File: config.mk
export PLATFORM = sky130hd
export DESIGN_NAME = abo_deser_buf_flat
export DESIGN_NICKNAME = d
export VERILOG_FILES = /design/src/rtl/sfq_stream_pkg.sv /design/src/rtl/abo_deser_buf_if.sv /design/src/rtl/abo_deser_buf_fifo.sv /design/src/rtl/abo_deser_buf.sv /design/src/flat_wrapper.sv
export SDC_FILE = /design/constraint.sdc
export NUM_CORES = 1
export LEC_CHECK = 0
export ABC_CLOCK_PERIOD_IN_PS = 2500
export CELL_PAD_IN_SITES_DETAIL_PLACEMENT = 2
export CELL_PAD_IN_SITES_GLOBAL_PLACEMENT = 2
export CORE_ASPECT_RATIO = 1.75
export CORE_MARGIN = 2
export CORE_UTILIZATION = 37
export DETAILED_ROUTE_END_ITERATION = 10
export GPL_ROUTABILITY_DRIVEN = 0
export HOLD_SLACK_MARGIN = 0.06
export MAX_ROUTING_LAYER = met4
export PLACE_DENSITY = 0.83
export SLEW_MARGIN = 20
export SYNTH_ARGS = -nofsm -noshare
export SYNTH_HDL_FRONTEND = slang
export SYNTH_HIERARCHICAL = 1
export SYNTH_SLANG_ARGS = --single-unit
File: constraint.sdc
create_clock -name TI -period 2.5 [get_ports TI]
set_input_delay 0.25 -clock TI [delete_from_list [all_inputs] [get_ports TI]]
set_output_delay 0.25 -clock TI [all_outputs]
set_load 0.02 [all_outputs]
File: src/rtl/sfq_stream_pkg.sv
// Shared types and width helpers for the SFQ stream deserialiser slice.
package sfq_stream_pkg;

    // Framing state: IDLE waits for the first frame strobe, COLLECT assembles words.
    typedef enum logic [0:0] {
        IDLE    = 1'b0,
        COLLECT = 1'b1
    } state_t;

    localparam int W_DEF     = 8;
    localparam int DEPTH_DEF = 2;
    localparam int CW_DEF    = $clog2(W_DEF);

    // Bit-counter width needed to index a W-bit word.
    function automatic int cnt_width(input int w);
        return $clog2(w);
    endfunction

    // FIFO occupancy width: one extra bit so that full and empty differ.
    function automatic int fifo_cnt_width(input int depth);
        return $clog2(depth) + 1;
    endfunction

endpackage

File: src/rtl/abo_deser_buf_if.sv
// Readout/stream interface of abo_deser_buf: ABO bit input, frame strobe,
// valid/ready word output and status flags.
interface abo_deser_buf_if #(
    parameter int W = 8
) ();
    logic         ABI;
    logic         FI;
    logic         DRI;
    logic [W-1:0] DO;
    logic         DVO;
    logic         OVO;
    logic         FEO;
    logic         SYO;

    modport master (
        output ABI, FI, DRI,
        input  DO, DVO, OVO, FEO, SYO
    );

    modport slave (
        input  ABI, FI, DRI,
        output DO, DVO, OVO, FEO, SYO
    );
endinterface

File: src/rtl/abo_deser_buf_fifo.sv
// Small synchronous first-word-fall-through FIFO with registered head outputs.
module abo_fifo
    import sfq_stream_pkg::*;
#(
    parameter int W     = 8,
    parameter int DEPTH = 2
) (
    input  logic         TI,
    input  logic         RI,
    input  logic         push,
    input  logic         pop,
    input  logic [W-1:0] din,
    output logic [W-1:0] DO,
    output logic         DVO,
    output logic         full
);
    localparam int AW  = $clog2(DEPTH);
    localparam int CNW = fifo_cnt_width(DEPTH);

    logic [W-1:0]   mem_r [DEPTH];
    logic [AW-1:0]  wr_ptr_r;
    logic [AW-1:0]  rd_ptr_r;
    logic [CNW-1:0] count_r;
    logic [W-1:0]   do_r;
    logic           dvo_r;

    logic           pop_ok_s;
    logic           push_ok_s;
    logic [AW-1:0]  next_rd_s;
    logic [CNW-1:0] next_count_s;
    logic [W-1:0]   head_s;
    logic           bypass_s;

    assign full = (count_r == CNW'(DEPTH));
    assign DO   = do_r;
    assign DVO  = dvo_r;

    // Accept/advance decisions and the head word visible after this edge.
    always_comb begin
        pop_ok_s     = pop & dvo_r;
        push_ok_s    = push & (~full | pop_ok_s);
        next_rd_s    = rd_ptr_r;
        next_count_s = count_r;
        if (pop_ok_s) begin
            next_rd_s = rd_ptr_r + AW'(1);
        end else begin
            next_rd_s = rd_ptr_r;
        end
        case ({push_ok_s, pop_ok_s})
            2'b10:   next_count_s = count_r + CNW'(1);
            2'b01:   next_count_s = count_r - CNW'(1);
            default: next_count_s = count_r;
        endcase
        // The incoming word becomes the head only when nothing older remains.
        bypass_s = push_ok_s & ((count_r == CNW'(0)) |
                                (pop_ok_s & (count_r == CNW'(1))));
        if (bypass_s) begin
            head_s = din;
        end else begin
            head_s = mem_r[next_rd_s];
        end
    end

    // Storage, pointers, occupancy and registered head word/valid.
    always_ff @(posedge TI) begin
        if (RI) begin
            for (int i = 0; i < DEPTH; i++) begin
                mem_r[i] <= '0;
            end
            wr_ptr_r <= '0;
            rd_ptr_r <= '0;
            count_r  <= '0;
            do_r     <= '0;
            dvo_r    <= 1'b0;
        end else begin
            if (push_ok_s) begin
                mem_r[wr_ptr_r] <= din;
                wr_ptr_r        <= wr_ptr_r + AW'(1);
            end
            rd_ptr_r <= next_rd_s;
            count_r  <= next_count_s;
            dvo_r    <= (next_count_s != CNW'(0));
            if (next_count_s != CNW'(0)) begin
                do_r <= head_s;
            end
        end
    end
endmodule

File: src/rtl/abo_deser_buf.sv
// Deserialises the ABO pulse stream into W-bit words (LSB first) framed by FI,
// buffers them in an FWFT FIFO and flags overflow and framing errors.
module abo_deser_buf
    import sfq_stream_pkg::*;
#(
    parameter int W     = 8,
    parameter int DEPTH = 2
) (
    input  logic            TI,
    input  logic            RI,
    abo_deser_buf_if.slave  bus
);
    localparam int CW = cnt_width(W);

    state_t          state_r;
    logic [CW-1:0]   cnt_r;
    logic [W-1:0]    shreg_r;
    logic            ovo_r;
    logic            feo_r;
    logic            syo_r;

    logic            last_bit_s;
    logic            push_s;
    logic            pop_s;
    logic            overflow_s;
    logic [W-1:0]    word_s;
    logic [W-1:0]    fifo_do_s;
    logic            fifo_dvo_s;
    logic            fifo_full_s;

    // Word under assembly with the current bit inserted, and FIFO push/pop intent.
    always_comb begin
        word_s         = shreg_r;
        word_s[cnt_r]  = bus.ABI;
        last_bit_s     = (cnt_r == CW'(W - 1));
        // A frame strobe on the final bit aborts the word instead of completing it.
        push_s         = (state_r == COLLECT) & ~bus.FI & last_bit_s;
        pop_s          = fifo_dvo_s & bus.DRI;
        overflow_s     = push_s & fifo_full_s & ~pop_s;
    end

    // Framing FSM, shift register and sticky status flags.
    always_ff @(posedge TI) begin
        if (RI) begin
            state_r <= IDLE;
            cnt_r   <= '0;
            shreg_r <= '0;
            ovo_r   <= 1'b0;
            feo_r   <= 1'b0;
            syo_r   <= 1'b0;
        end else begin
            if (overflow_s) begin
                ovo_r <= 1'b1;
            end
            case (state_r)
                IDLE: begin
                    if (bus.FI) begin
                        shreg_r <= {{(W-1){1'b0}}, bus.ABI};
                        cnt_r   <= CW'(1);
                        state_r <= COLLECT;
                        syo_r   <= 1'b1;
                    end
                end
                COLLECT: begin
                    if (bus.FI) begin
                        if (cnt_r != CW'(0)) begin
                            feo_r <= 1'b1;
                        end
                        shreg_r <= {{(W-1){1'b0}}, bus.ABI};
                        cnt_r   <= CW'(1);
                    end else if (last_bit_s) begin
                        shreg_r <= '0;
                        cnt_r   <= '0;
                    end else begin
                        shreg_r <= word_s;
                        cnt_r   <= cnt_r + CW'(1);
                    end
                    syo_r <= 1'b1;
                end
                default: begin
                    state_r <= IDLE;
                    cnt_r   <= '0;
                    syo_r   <= 1'b0;
                end
            endcase
        end
    end

    abo_fifo #(
        .W     (W),
        .DEPTH (DEPTH)
    ) u_fifo (
        .TI   (TI),
        .RI   (RI),
        .push (push_s),
        .pop  (pop_s),
        .din  (word_s),
        .DO   (fifo_do_s),
        .DVO  (fifo_dvo_s),
        .full (fifo_full_s)
    );

    assign bus.DO  = fifo_do_s;
    assign bus.DVO = fifo_dvo_s;
    assign bus.OVO = ovo_r;
    assign bus.FEO = feo_r;
    assign bus.SYO = syo_r;
endmodule

File: src/flat_wrapper.sv
// flat-port wrapper written by rule: the top's interface ports become plain ports
module abo_deser_buf_flat import sfq_stream_pkg::*;
#(
    parameter int W     = 8,
    parameter int DEPTH = 2
)
  (TI, RI, bus_ABI, bus_FI, bus_DRI, bus_DO, bus_DVO, bus_OVO, bus_FEO, bus_SYO);
  abo_deser_buf_if #(.W(W)) bus_i ();
  input  logic TI;
  input  logic RI;
  input wire logic [$bits(bus_i.ABI)-1:0] bus_ABI;
  input wire logic [$bits(bus_i.FI)-1:0] bus_FI;
  input wire logic [$bits(bus_i.DRI)-1:0] bus_DRI;
  output wire logic [$bits(bus_i.DO)-1:0] bus_DO;
  output wire logic [$bits(bus_i.DVO)-1:0] bus_DVO;
  output wire logic [$bits(bus_i.OVO)-1:0] bus_OVO;
  output wire logic [$bits(bus_i.FEO)-1:0] bus_FEO;
  output wire logic [$bits(bus_i.SYO)-1:0] bus_SYO;
  assign bus_i.ABI = bus_ABI;
  assign bus_i.FI = bus_FI;
  assign bus_i.DRI = bus_DRI;
  assign bus_DO = bus_i.DO;
  assign bus_DVO = bus_i.DVO;
  assign bus_OVO = bus_i.OVO;
  assign bus_FEO = bus_i.FEO;
  assign bus_SYO = bus_i.SYO;
  abo_deser_buf #(.W(W), .DEPTH(DEPTH)) u_core (.TI(TI), .RI(RI), .bus(bus_i));
endmodule
**After elaboration in Yosys (flattened, before gate mapping)**

Memories as Yosys holds them, arrays and structs flattened.
Index checks and enable logic that the tools add are counted.

- RAM bits: 16
- Memories kept: 1
- Bits of input ports: 5
- Register bits after elaboration: 28
- Logic and storage cells: 72

- Bitwise operators: 15
- Magnitude comparators: 2
- Muxes and demuxes: 26
- Reductions and logical operators: 6
- Eq/ne operators: 6
- Add/sub/neg operators: 5

Memories:

| memory | words | width | rd ports | clocked after Yosys merged registers in | wr ports | line | RTL |
|---|---|---|---|---|---|---|---|
| u_core.u_fifo.mem_r | 2 | 8 | 1 | 0 | 2 | abo_deser_buf_fifo.sv:20 | `logic [W-1:0] mem_r [DEPTH];` |

Operators by type and width:

| kind | number |
|---|---|
| $mux 8 | 5 |
| $pmux 8 s2 | 1 |
| $mux 1 | 12 |
| $and 1x1->1 | 9 |
| $mux 3 | 3 |
| $bwmux 8 | 1 |
| $reduce_or 8->1 | 1 |
| $pmux 3 s2 | 1 |
| $eq 2x1->1 const B | 2 |
| $eq 2x2->1 const B | 2 |
| $lt 3x4->1 const B | 1 |
| $not 1->1 | 4 |
| $pmux 2 s2 | 1 |
| $add 3x1->3 const B | 1 |
| $demux 1 s3 | 1 |
| $eq 3x3->1 const B | 1 |
| $ge 3x1->1 const B | 1 |
| $reduce_and 3->1 | 1 |
| $reduce_bool 3->1 | 1 |
| $add 1x1->1 const B | 2 |
| $add 2x1->2 const B | 1 |
| $logic_not 2->1 | 1 |
| $ne 2x2->1 const B | 1 |
| $or 1x1->1 | 2 |
| other kinds (4) | 4 |

**Depth between registers and ports, before layout**

Gate-level depths: netlist of run 1.

- Word-level depth: 9
- Depth in mapped cells: 9

**Cells and area by module**

The synthesis of run 1 kept the hierarchy.

Modules (own cells, without submodules):

| module | instances | sequential area each (sq um) | area each (sq um) | cells an instance |
|---|---|---|---|---|
| abo_fifo | 1 | 740.7 | 1381.3 | 127 |
| abo_deser_buf | 1 | 300.3 | 864.6 | 96 |

**Least setup slack after synthesis of run 1**

OpenSTA, ideal clock, no wires.

- Path kind: flip-flop to flip-flop
- Start point: register u_core.u_fifo.dvo_r (netlist: u_core/u_fifo/DVO)
- End point: memory u_core.u_fifo.mem_r[1][0] (enable)
- Slack: 466 ps
- Library setup time: 309 ps
- Cell stages (with the launch flop): 7
- Arrival time: 1724 ps
- Buffers on the path: 0
- Period minus slack after synthesis: 2034 ps
- Path through: dfxtp_1 > nand2_1 > inv_1 > a21boi_0 > nand2b_1 > nor3b_2 > or2_2

RTL lines:

| element | line | RTL |
|---|---|---|
| from (decl) | abo_deser_buf_fifo.sv:25 | `logic dvo_r;` |
| from (signal assigned) | abo_deser_buf_fifo.sv:82 | `dvo_r <= (next_count_s != CNW'(0));` |
| to (decl) | abo_deser_buf_fifo.sv:20 |  |

==> impl_results.md, run 1 <==
- Register clock-pin slew on the reported worst setup and hold paths: 0.09 ns
- Number of cell rows: 37
- Sink Count: 44
- Vias: 1763
- Setup slack after layout: 0.253 ns
- Worst setup EP type: flop
- Unrepaired setup endpoints after global routing: no
- Mux share of post-synthesis cell area: 5.35%
- Post-route minimum period: 2.25 ns
- Compound-Gate Fraction of Synth Area: 15.5%
- Total wire length: 5800 um
- Critical Path Most Common Cell: ha_1
- Post-route DRC: 0
- Nets@finish: 258
- Hold Fails Final Rpt: 0
- Largest family of logic cells by synthesized area: simple AND/OR/NAND/NOR gates
- GRT Overall Usage: 19.4%
- Die X: 62.9 um
- Worst Path Required: 2.64 ns
- Root buffer cell: clkbuf_8
- Total setup buffers inserted after CTS: 0
- Commonest non-fill, non-tap cells in the layout: 28 x dfxtp_1, 17 x nor2_1, 16 x clkdlybuf4s50_1, 16 x and2_1, 16 x edfxtp_1
- Post-synth EDFFs: 16
- Crit path max-delay family: simple AND/OR/NAND/NOR gates
- CTS tree: done
- Cts hold-fix bufs: 0
- Setup total negative slack: 0 ns
- Vias in the first global route: 1933
- WS Path Type: reg2reg
- Max VDD drop: 0.329 mV
- Clock latency on the worst-skew pair: 0.30 ns
- Core area: 5880 sq um
- Post-synthesis sequential element count: 44
- Status: finished clean
- Die area: 6730 sq um
- Final period util: 89.9%
- Post-synth top flop: dfxtp_1
- DP HPWL: 4390 um
- Clk buf depth: 2
- Ys Warns: 6
- Multi-input gate area: 1090 sq um
- CTS buffer count: 5
- Drt initial violations: 27
- Global-route wire length before repair: 9800 um
- Port bufs: 16
- Post-layout instance count excluding filler cells: 326
- Crit-path max FO: 10
- Crit-path cells: ha_1 -> ha_1 -> and3b_1 -> nand2b_1 -> nor3_2 -> and2_1
- Pwr dens: 539 nW/um^2
- GRT overflow: 0
- Share of layout cells above drive strength 1: 14.5%
- Antenna Violating Nets Remaining: 0
- HP Class: reg2reg
- Overall power: 1.42 mW
- Layout area overhead: 17.6%
- Max Fclk: 445 MHz
- Worst slew margin: 61.1%
- Fillers: 654
- Post-cts sizing count: 0
- Antenna violations before repair: 0
- Cell Area, Synth: 2250 sq um
- Syn Nets: 234
- Mean post-synth cell area: 10.1 sq um
- Avg Vias per Cell: 5.41
- Seq/Total Area, Yosys: 46.4%
- Xor and xnor area share after synthesis: 0.780%
- Diodes inserted: 0
- Largest net degree at the start of global routing: 16
- Setup-failing EPs final: 0
- Crit path launch type: flop
- Worst-Margin Slew: 0.582 ns
- Max_cap viols: 0
- H-tree depth: 2
- Pre-CTS WS: 0.293 ns
- Fin. max-slew vios: 0
- Post-layout util: 44.9%
- Simple-gate share of the synthesized area: 23.5%
- Top-Level Pins: 17
- Initial Util: 38.2%
- Leakage power: 0.967 nW
- Slowest stage delay, CP: 0.44 ns
- Cell Count Post-Placement: 318
- Yosys cell types: 47
- Clock Skews: 0.0155 ns
- Adder-Cell Fraction of Synth Area: 3.34%
- Sequential cell area: 1040 sq um
- Post-detailed-route wirelength per cell: 17.8 um
- CP max-delay cell: and3b_1
- Commonest non-fill, non-tap cell in the layout: dfxtp_1
- Buffers plus inverters on the worst setup path: 0
- TritonRoute pass-1 iters: 4
- Die Height: 107 um
- Synth Instances: 223
- Ys async rst share: 0%
- WP data arrival: 2.38 ns
==> worst reg2reg max path, cell delays in order (launching register included) <==
cell      delay, ns
dfxtp_1        0.35
ha_1           0.15
ha_1           0.25
and3b_1        0.44
nand2b_1       0.25
nor3_2         0.39
and2_1         0.26
==> layer usage <==
metal	vias to the layer above	share of wire (%)	GRT usage (%)	wire length (um)
met3	2	1.8	2.83	104
met1	886	38	19.1	2190
li1	854	-	-	-
met5	-	0	-	0
met2	21	59	37.6	3450
met4	0	0.95	7.14	55
==> synth_stat cells (2+ instances only) <==
cell type	instances	area, sq um
and3_1	8	50.1
mux2i_1	3	30.0
nor3_2	2	20.0
buf_2	4	20.0
o32ai_1	8	70.1
mux2_2	8	90.1
nor3b_1	3	22.5
buf_6	2	22.5
a31oi_1	7	43.8
a211oi_1	10	75.1
dfxtp_1	28	561
edfxtp_1	16	480
and2_1	16	100
nor2_1	17	63.8
nand2_1	10	37.5
a22oi_1	3	22.5
nor3_1	3	15.0
nand2b_1	6	37.5
nor3b_2	3	37.5
clkbuf_1	3	11.3
nand3_1	6	30.0
a21oi_1	7	35.0
ha_1	6	75.1
nand3b_1	7	52.6
inv_1	15	56.3
==> cell type report <==
cell class | instances | share of cell area, %
clock buffers | 5 | 2.61
inverters | 15 | 2.13
clock inverters | 3 | 1.80
repair buffers | 27 | 9.19
multi-input cells | 154 | 41.2
well taps | 78 | 3.69
flip-flops and latches | 44 | 39.4
==> state kept, by name (all words and copies together), names as in the netlist, 2 cells and up <==
signal	cells
u_core/shreg_r	8
u_core/cnt_r	3
u_core/u_fifo/DO	8
u_core/u_fifo/count_r	2
u_core/u_fifo/mem_r	16
==> final timing paths <==
check,startpoint,endpoint,slack [ns],cells after the start
setup reg to reg,u_core/cnt_r[0]$_SDFFE_PP0P_,u_core/u_fifo/mem_r[0][1]$_SDFFCE_PN0P_,0.25,6
hold reg to reg,u_core/u_fifo/DO[5]$_SDFFE_PP0P_,u_core/u_fifo/DO[5]$_SDFFE_PP0P_,0.46,2
hold / removal,u_core/u_fifo/DO[5]$_SDFFE_PP0P_,u_core/u_fifo/DO[5]$_SDFFE_PP0P_,0.46,2
setup / recovery,u_core/cnt_r[0]$_SDFFE_PP0P_,u_core/u_fifo/mem_r[0][1]$_SDFFCE_PN0P_,0.25,6
==> per-stage QoR <==
stage | instance area, sq um | hold WS (ns)
after detailed placement | 2520 | 0.457
after CTS | 2640 | 0.468
after floorplan | 2250 | 0.319
after global routing | 2640 | 0.487
final | 2640 | 0.460
after global placement | 2520 | 0.446
==> power breakdown <==
group / switching (mW) / internal [mW]
logic: 0.0554 / 0.0404
clock network: 0.266 / 0.301
registers: 0.00662 / 0.755
==> logic make-up after synthesis <==
group	count (synthesis)
and+or+nand+nor	88
DFF	44
AOI/OAI and AO/OA	47
buffers and inverters	25
xor gates and xnor gates	2
muxes	11
adders and majority gates	6
No activity file was read; power rests on OpenSTA's default activity.
==> inputs of run 2 (changes only) <==
Settings changed: HOLD_SLACK_MARGIN 0.06 to 0.1, SETUP_SLACK_MARGIN set to 0.3.
==> impl_results.md, run 2 (same netlist as run 1, synthesis figures left out) <==
- Fillers: 652
- Root buffer cell: clkbuf_8
- Sink Count: 44
- Area after DPL: 2520 sq um
- Die X: 62.9 um
- Clock Skews: 0.0150 ns
- Commonest non-fill, non-tap cell in the layout: dfxtp_1
- Setup-failing EPs final: 0
- Buffers plus inverters on the worst setup path: 0
- Post-route DRC: 0
- Die Height: 107 um
- Crit-path cells: ha_1 -> ha_1 -> and3b_2 -> a41oi_1 -> o31ai_1 -> a31o_2 -> o32ai_1
- Number of cell rows: 37
- Fin. max-slew vios: 0
- Crit path max-delay family: compound AO/OA/AOI/OAI gates
- H-tree depth: 2
- Critical Path Most Common Cell: ha_1
- Final period util: 83.1%
- Worst setup EP type: flop
- Crit-path max FO: 10
- Clock latency on the worst-skew pair: 0.31 ns
- Pwr dens: 540 nW/um^2
- Total wire length: 5810 um
- Setup total negative slack: 0 ns
- Antenna violations before repair: 0
- Worst slew margin: 61.0%
- WHS Endpoint: u_core/u_fifo/DO[5]$_SDFFE_PP0P_
- Commonest non-fill, non-tap cells in the layout: 28 x dfxtp_1, 17 x nor2_1, 16 x clkdlybuf4s50_1, 16 x and2_1, 16 x edfxtp_1
- Initial Util: 38.2%
- Core area: 5880 sq um
- Fin area: 2650 sq um
- Hold depth: 2
- R2r setup slk: 0.42 ns
- Biggest register: u_core/u_fifo/mem_r
- Post-detailed-route wirelength per cell: 17.8 um
- Post-route minimum period: 2.08 ns
- Max_cap viols: 0
- Largest net degree at the start of global routing: 16
- Reg2reg start: u_core/cnt_r[0]$_SDFFE_PP0P_
- Top-Level Pins: 17
- TritonRoute pass-1 iters: 4
- Max FFs per register: 16
- GRT Overall Usage: 19.4%
- Reg2Reg Depth: 7
- CTS buffer count: 5
- Hold Fails Final Rpt: 0
- Worst-Margin Slew: 0.583 ns
- Reg2Reg Capture Point: u_core/u_fifo/DO[4]$_SDFFE_PP0P_
- CP max-delay cell: dfxtp_1
- HP Class: reg2reg
- Global-route wire length before repair: 9800 um
- Total setup buffers inserted after CTS: 0
- Share of layout cells above drive strength 1: 15.7%
- Register clock-pin slew on the reported worst setup and hold paths: 0.10 ns
- Hold Path Origin: u_core/u_fifo/DO[5]$_SDFFE_PP0P_
- Max Fclk: 481 MHz
- WS Path Type: reg2reg
- Clk buf depth: 2
- Layout area overhead: 17.9%
- Cts hold-fix bufs: 0
- Worst Path Required: 2.72 ns
- Unrepaired setup endpoints after global routing: no
- WP data arrival: 2.29 ns
- Die area: 6730 sq um
- Antenna Violating Nets Remaining: 0
- Leakage power: 0.968 nW
- CTS tree: done
- Diodes inserted: 0
- Crit path launch type: flop
- Vias: 1763
- Slowest stage delay, CP: 0.32 ns
- Vias in the first global route: 1933
- Drt initial violations: 33
- GRT overflow: 0
- Max VDD drop: 0.328 mV
- Status: finished clean
- Crit. Startpoint: u_core/cnt_r[0]$_SDFFE_PP0P_
- Port bufs: 16
- DP HPWL: 4390 um
- Nets@finish: 258
- Avg Vias per Cell: 5.41
==> run 2: cell counts in the layout (fill, tap and decap cells not counted) <==
Identical to the previous run, type by type.
==> run 2: per-layer routing <==
metal | GRT usage, % | part of all wire, % | vias up
met5 | - | 0 | -
met4 | 7.14 | 1.4 | 0
met3 | 2.83 | 1.8 | 4
met2 | 37.6 | 59 | 21
met1 | 19.1 | 38 | 885
li1 | - | - | 853
==> run 2: worst max path at each step <==
stage / endpoint / slack, ns / cells past startpoint
after floorplan: u_core/u_fifo/mem_r[1][0]$_SDFFCE_PN0P_ / 0.47 / 6
after global placement: u_core/u_fifo/mem_r[1][1]$_SDFFCE_PN0P_ / 0.39 / 5
after detailed placement: u_core/u_fifo/mem_r[1][4]$_SDFFCE_PN0P_ / 0.29 / 7
after CTS: u_core/u_fifo/mem_r[1][0]$_SDFFCE_PN0P_ / 0.30 / 6
after global routing: u_core/u_fifo/DO[4]$_SDFFE_PP0P_ / 0.30 / 7
final: u_core/u_fifo/DO[4]$_SDFFE_PP0P_ / 0.42 / 7
==> run 2: tightest hold or removal path, delay by kind of cell (launching register included) <==
kind / cells / cell delay, ns
AOI/OAI and AO/OA: 1 / 0.05
DFF: 1 / 0.32
buffers and inverters: 1 / 0.05
==> run 2: timing repair <==
| item | CTS | global route |
|---|---|---|
| resized for setup | 1 | 4 |
| gates cloned | 0 | 0 |
| setup endpoints to repair | 9 | 25 |
==> run 2: final cells by class <==
class	instances	area, sq um	share of cell area (%)
multi-input combinational	154	1090	41.3
sequential	44	1040	39.3
timing repair buffer	27	243	9.17
tap	78	97.6	3.69
clock buffer	5	68.8	2.60
inverter	15	56.3	2.13
clock inverter	3	47.5	1.80
==> run 2: where the power goes <==
part	switching (mW)	internal, mW
clock	0.270	0.301
sequential	0.00660	0.755
combinational	0.0553	0.0409
==> run 2: stage by stage <==
step	hold WS [ns]	total power, mW	instances	utilization, %	worst slack (ns)
global placement	0.446	0.871	318	42.9	0.386
floorplan	0.319	0.837	223	-	0.466
global route	0.487	1.49	326	45.0	0.301
detailed placement	0.457	0.875	318	42.9	0.293
CTS	0.468	1.45	326	44.9	0.301
finish	0.460	1.43	326	45.0	0.423
